**src/rtl/softmax_out_writer.sv**
```systemverilog
// softmax_out_writer
// ------------------
// Write-back engine for the softmax output lanes. It collects LANES elements
// per input beat, packs NUM elements into one memory word (element 0 in the
// LSBs) and writes the words to consecutive RAM addresses, from start_addr_i
// through end_addr_i. The address wraps modulo 2^ADDRSIZE.
//
// Ports:
//   clk_i        rising-edge clock
//   rst_ni       asynchronous active-low reset
//   init_i       synchronous clear back to IDLE (beats start_i)
//   start_i      one-cycle pulse that loads the addresses and begins a run
//   start_addr_i first word address, sampled on start_i
//   end_addr_i   last word address, sampled on start_i
//   in_valid_i   input beat qualifier
//   in_data_i    LANES elements, lane k at [k*DATAWIDTH +: DATAWIDTH]
//   flush_i      write the partial word with its unfilled slots set to zero
//   wr_en_o      registered RAM write strobe
//   wr_addr_o    registered RAM write address
//   wr_data_o    registered RAM write data
//   busy_o       high while collecting (COLLECT)
//   done_o       high once the last word has been written (DONE)
//   drop_o       one-cycle pulse when a valid beat is discarded
module softmax_out_writer #(
  parameter int DATAWIDTH = 16,
  parameter int NUM       = 8,
  parameter int LANES     = 4,
  parameter int ADDRSIZE  = 8
) (
  input  logic                      clk_i,
  input  logic                      rst_ni,
  input  logic                      init_i,
  input  logic                      start_i,
  input  logic [ADDRSIZE-1:0]       start_addr_i,
  input  logic [ADDRSIZE-1:0]       end_addr_i,
  input  logic                      in_valid_i,
  input  logic [LANES*DATAWIDTH-1:0] in_data_i,
  input  logic                      flush_i,
  output logic                      wr_en_o,
  output logic [ADDRSIZE-1:0]       wr_addr_o,
  output logic [DATAWIDTH*NUM-1:0]  wr_data_o,
  output logic                      busy_o,
  output logic                      done_o,
  output logic                      drop_o
);

  localparam int BEATS  = NUM / LANES;
  localparam int CNT_W  = (BEATS > 1) ? $clog2(BEATS) : 1;
  localparam int WORD_W = DATAWIDTH * NUM;
  localparam int BEAT_W = DATAWIDTH * LANES;

  typedef enum logic [1:0] {
    IDLE,
    COLLECT,
    DONE
  } state_e;

  state_e              state_q;
  logic [ADDRSIZE-1:0] cur_addr_q;
  logic [ADDRSIZE-1:0] last_addr_q;
  logic [CNT_W-1:0]    beat_cnt_q;
  logic [WORD_W-1:0]   pack_q;
  logic [WORD_W-1:0]   pack_d;
  logic                wr_en_q;
  logic [ADDRSIZE-1:0] wr_addr_q;
  logic [WORD_W-1:0]   wr_data_q;
  logic                drop_q;

  logic                last_beat;
  logic                do_write;
  logic [WORD_W-1:0]   write_word;

  // Pack the current beat into its slots and decide whether this cycle
  // closes a word. A word closes on the final beat, on flush together with a
  // beat, or on a bare flush once at least one beat is held. A bare flush
  // writes the register as-is, since its unfilled slots are already zero.
  always_comb begin
    pack_d     = pack_q;
    pack_d[int'(beat_cnt_q) * BEAT_W +: BEAT_W] = in_data_i;
    last_beat  = (beat_cnt_q == CNT_W'(BEATS - 1));
    do_write   = 1'b0;
    write_word = pack_d;
    if (state_q == COLLECT && !start_i && !init_i) begin
      if (in_valid_i) begin
        do_write = last_beat || flush_i;
      end else if (flush_i && beat_cnt_q != '0) begin
        do_write   = 1'b1;
        write_word = pack_q;
      end
    end
  end

  // Single FSM register block. Priority is init, then start, then normal
  // operation. start from any state reloads the addresses and throws away
  // any partial word. A beat arriving outside COLLECT, or together with
  // start, is reported on drop.
  always_ff @(posedge clk_i or negedge rst_ni) begin
    if (!rst_ni) begin
      state_q     <= IDLE;
      cur_addr_q  <= '0;
      last_addr_q <= '0;
      beat_cnt_q  <= '0;
      pack_q      <= '0;
      wr_en_q     <= 1'b0;
      wr_addr_q   <= '0;
      wr_data_q   <= '0;
      drop_q      <= 1'b0;
    end else begin
      wr_en_q <= 1'b0;
      drop_q  <= 1'b0;
      if (init_i) begin
        state_q    <= IDLE;
        beat_cnt_q <= '0;
        pack_q     <= '0;
        wr_addr_q  <= '0;
        wr_data_q  <= '0;
      end else if (start_i) begin
        state_q     <= COLLECT;
        cur_addr_q  <= start_addr_i;
        last_addr_q <= end_addr_i;
        beat_cnt_q  <= '0;
        pack_q      <= '0;
        drop_q      <= in_valid_i;
      end else begin
        case (state_q)
          COLLECT: begin
            if (do_write) begin
              wr_en_q    <= 1'b1;
              wr_addr_q  <= cur_addr_q;
              wr_data_q  <= write_word;
              beat_cnt_q <= '0;
              pack_q     <= '0;
              if (cur_addr_q == last_addr_q) begin
                state_q <= DONE;
              end else begin
                cur_addr_q <= cur_addr_q + ADDRSIZE'(1);
              end
            end else if (in_valid_i) begin
              pack_q     <= pack_d;
              beat_cnt_q <= beat_cnt_q + CNT_W'(1);
            end
          end
          default: begin
            drop_q <= in_valid_i;
          end
        endcase
      end
    end
  end

  assign wr_en_o   = wr_en_q;
  assign wr_addr_o = wr_addr_q;
  assign wr_data_o = wr_data_q;
  assign drop_o    = drop_q;
  assign busy_o    = (state_q == COLLECT);
  assign done_o    = (state_q == DONE);

endmodule
```
**config.mk**
```make
export PLATFORM = sky130hd
export DESIGN_NAME = softmax_out_writer
export DESIGN_NICKNAME = d
export VERILOG_FILES = /design/src/rtl/softmax_out_writer.sv
export SDC_FILE = /design/constraint.sdc
export NUM_CORES = 1
export LEC_CHECK = 0
export ABC_AREA = 0
export CAP_MARGIN = 10
export CELL_PAD_IN_SITES_DETAIL_PLACEMENT = 0
export CELL_PAD_IN_SITES_GLOBAL_PLACEMENT = 1
export CORE_ASPECT_RATIO = 0.6
export CORE_MARGIN = 1.5
export CORE_UTILIZATION = 41
export DETAILED_ROUTE_END_ITERATION = 6
export GPL_TIMING_DRIVEN = 0
export PLACE_DENSITY = 0.89
export SLEW_MARGIN = 20
export SYNTH_ARGS = -nofsm -noshare
export SYNTH_HDL_FRONTEND = slang
export SYNTH_SLANG_ARGS = --single-unit
```
**constraint.sdc**
```tcl
create_clock -name clk_i -period 2 [get_ports clk_i]
set_input_delay 0.6 -clock clk_i [delete_from_list [all_inputs] [get_ports clk_i]]
set_output_delay 0.6 -clock clk_i [all_outputs]
set_load 0.02 [all_outputs]
```
==> impl_metrics.csv, run 1 <==
group,metric,value,unit
floorplanning,dieHeight,139.9,um
placement,place_hpwl,26060,um
clock_tree,ctsRootBufferMaster,"clkbuf_16",
finish,ff_latch_area,7133,sq um
global_routing,overflow,0,
synthesis,yosysWarnings,0,
hold_path,hold_path_class,"primary input to asynchronous set/reset pin",
floorplanning,dieArea,32340,sq um
placement,port_buffers,225,
power_and_ir_drop,peakVddDrop,0.5226,mV
synthesis,synth_cell_types,42,
floorplanning,rows,49,
clock_tree,clock_latency,0.55,ns
finish,fill_cells,2731,
synthesis,syn-mean-instance-area,10.03,sq um
outcome,outcome,"finished clean",
critical_path,reg2regPathDepth,6,
power_and_ir_drop,powerDensity,777.4,nW/um^2
synthesis,synthArstFlopShare,1.000,
synthesis,synth.most_common_cell,"nand2_1",
clock_tree,cts_made_buffers,27,
clock_tree,cts_max_level,1,
critical_path,setup.worst_path.start_class,"primary input",
global_routing,antenna_found_initial,1,
route,drtPass1Iterations,5,
critical_path,arrival,2.40,ns
clock_tree,path_clk_slew,0.06,ns
synthesis,ys_top_cells_by_area,"dfrtp_1 (56%), nand2_1 (11%), mux2i_1 (10%), a21oi_1 (5.5%), a211oi_2 (4.6%)",
job,cap_violations,0,
timing,period_share,0.9726,
clock_tree,cts_tree,"done",
placement,routabilityCongestion,0.8342,
route,first_iter_violations,869,
timing,max_freq,514.1,MHz
finish,nets,1633,
critical_path,crit_chain,"clkdlybuf4s50_1 -> maj3_2 -> nand2_2 -> nand3_2 -> clkbuf_8 -> buf_2 -> a21oi_1",
synthesis,synth-seq-cells,285,
synthesis,ys_seq_area_frac,0.5568,
route,drc_errors,0,
synthesis,syn_inst,1277,
synthesis,yosys-top-cells-count,"nand2_1 (365), dfrtp_1 (285), a21oi_1 (140)",
finish,multi_input_area,5194,sq um
synthesis,synth_area,12810,sq um
synthesis,yosysTopAreaCell,"dfrtp_1",
timing,relSlewSlack,0.4725,
floorplanning,die_w,231.2,um
critical_path,startpoint,"in_valid_i",
synthesis,synth_top_cell_area_share,0.5568,
floorplanning,core,30350,sq um
finish,utilization,0.5524,
timing,rsz0062_at_grt,"yes",
timing,worst_slew_pin_slew,0.7912,ns
floorplanning,start_util,0.4221,
finish,stdcell_count,1973,
synthesis,synth_edf_count,0,
timing,hold_viol_final,0,
critical_path,worstReg2RegEnd,"wr_data_o[127]",
clock_tree,numClockSinks,285,
critical_path,crit_fanout,10,
clock_tree,cts_buffer_depth,3,
global_routing,grt_max_degree,101,
global_routing,grt_usage,0.2312,
route,vias,10407,
timing,fin_crit,1.945,ns
critical_path,cp-endpoint,"pack_q[24]",
synthesis,synthFlopType,"dfrtp_1",
finish,syn2layout_area_growth,30.88,%
power_and_ir_drop,p_leak,7.874,nW
route,drt.antenna.violating_nets,0,
floorplanning,io_pins,226,
timing,fin_worst_skew,0.01780,ns
critical_path,critPathCaptureType,"register",
timing,setup_viol_count_final,0,
critical_path,r2r_slack,0.08,ns
critical_path,max_stage_delay,0.48,ns
route,wl,37250,um
critical_path,path_class,"primary input to register",
critical_path,worstPathRequired,2.45,ns
placement,dp_cells,1913,
finish,drive_gt1_frac,0.1279,
critical_path,slowest_stage,"clkdlybuf4s50_1",
route,wl_per_cell,18.88,um
timing,finalMaxSlewViolations,0,
global_routing,grt_pass1_vias,10106,
critical_path,timing.rr.start,"state_q[1]",
synthesis,synth_nets,1364,
route,vias_per_cell,5.275,
global_routing,grt_pass1_wl,58530,um
-- metal layers --
metal / track usage / part of all wire / vias to the layer above
met5: 0 / 0 / -
met4: 0.06192 / 0.027 / 0
li1: - / - / 4865
met3: 0.04051 / 0.062 / 57
met1: 0.3490 / 0.47 / 5166
met2: 0.3411 / 0.44 / 319
-- state kept, by name, indices dropped and copies added (netlist names) --
name         cells
wr_addr_o        8
beat_cnt_q       1
last_addr_q      8
cur_addr_q       8
drop_o           1
state_q          2
pack_q         128
wr_data_o      128
wr_en_o          1
-- how the worst min path moves through the flow --
| stage | start | cells past startpoint | to |
|---|---|---|---|
| floorplan | rst_ni | 0 | beat_cnt_q |
| global placement | wr_data_o[78] | 2 | wr_data_o[78] |
| detailed placement | rst_ni | 1 | last_addr_q[1] |
| CTS | rst_ni | 2 | last_addr_q[0] |
| global route | rst_ni | 2 | last_addr_q[3] |
| finish | rst_ni | 2 | last_addr_q[0] |
-- logic make-up (layout without fill, tap and decap cells) --
kind of cell	after synthesis	after routing	share of synthesized area
AO/OA/AOI/OAI	287	287	0.1466
XOR/XNOR	9	9	0.006154
adder cells (fa/ha/maj)	2	2	0.001856
buffers and inverters	100	387	0.04132
flip-flops	285	285	0.5568
multiplexers	131	131	0.1024
other	0	1	0
AND/OR/NAND/NOR	463	463	0.1449
-- stage by stage --
stage          total power [W]  worst slack [ns]  setup TNS [ns]  hold WS [ns]  area, sq um
6_report               0.01303           0.05488               0        0.4268        16760
5_1_grt                0.01348         -0.001783       -0.001783        0.4025        16760
2_1_floorplan         0.006720            0.1694               0        0.3044        12810
4_1_cts                0.01310          0.001832               0        0.4050        16620
3_3_place_gp          0.007394            -12.14        -3670.38        0.4633        15570
3_5_place_dp          0.007425            -1.124         -227.65        0.3833        15660
-- what timing repair did --
action | CTS | global route
hold buffers | 1 | 0
setup buffers | 9 | 2
hold endpoints to repair | 3 | 0
endpoints found under the setup margin | 395 | 234
resized for setup | 176 | 61
pin swaps | 5 | 4
-- cells in the final DEF (no fill, tap or decap), types with 5 or more instances in the layout --
master	Yosys	final
nand2_1	365	364
dfrtp_1	285	284
a21oi_1	140	140
dlygate4sd2_1	0	138
mux2i_1	131	128
clkdlybuf4s50_1	0	82
nor2_1	71	71
o21ai_0	58	58
a211oi_2	47	47
clkbuf_2	0	30
clkbuf_16	0	27
a211oi_1	23	23
clkbuf_1	46	22
buf_6	15	19
buf_2	27	18
buf_4	2	13
clkbuf_8	0	9
xor2_1	8	8
o21ai_1	7	7
bufinv_16	0	5
-- power by group --
group          internal [W]  switching (W)
sequential          0.00588       0.000107
combinational      0.000528       0.000832
clock               0.00341        0.00227
total               0.00982        0.00321
-- critical path: cells and delay by family --
family | cells | cell delay (ns)
and+or+nand+nor | 2 | 0.36
AOI/OAI and AO/OA | 1 | 0.15
adders and majority gates | 1 | 0.37
buffers and inverters | 3 | 0.92
-- cell type report --
class	count	area share
inverters	4	0.0008957
clock buffers	38	0.04754
diodes	1	0.0001493
flip-flops and latches	285	0.4255
multi-input cells	892	0.3098
clock inverters	9	0.01075
well taps	408	0.03045
plain buffers	96	0.03904
repair buffers	240	0.1358
Power figures use the tool's default switching activity.
==> run 2: changes to the inputs <==
Settings changed: CAP_MARGIN 10 to default.
==> results of run 2 <==
No change in the layout: final DEF, timing and power equal those of run 1.
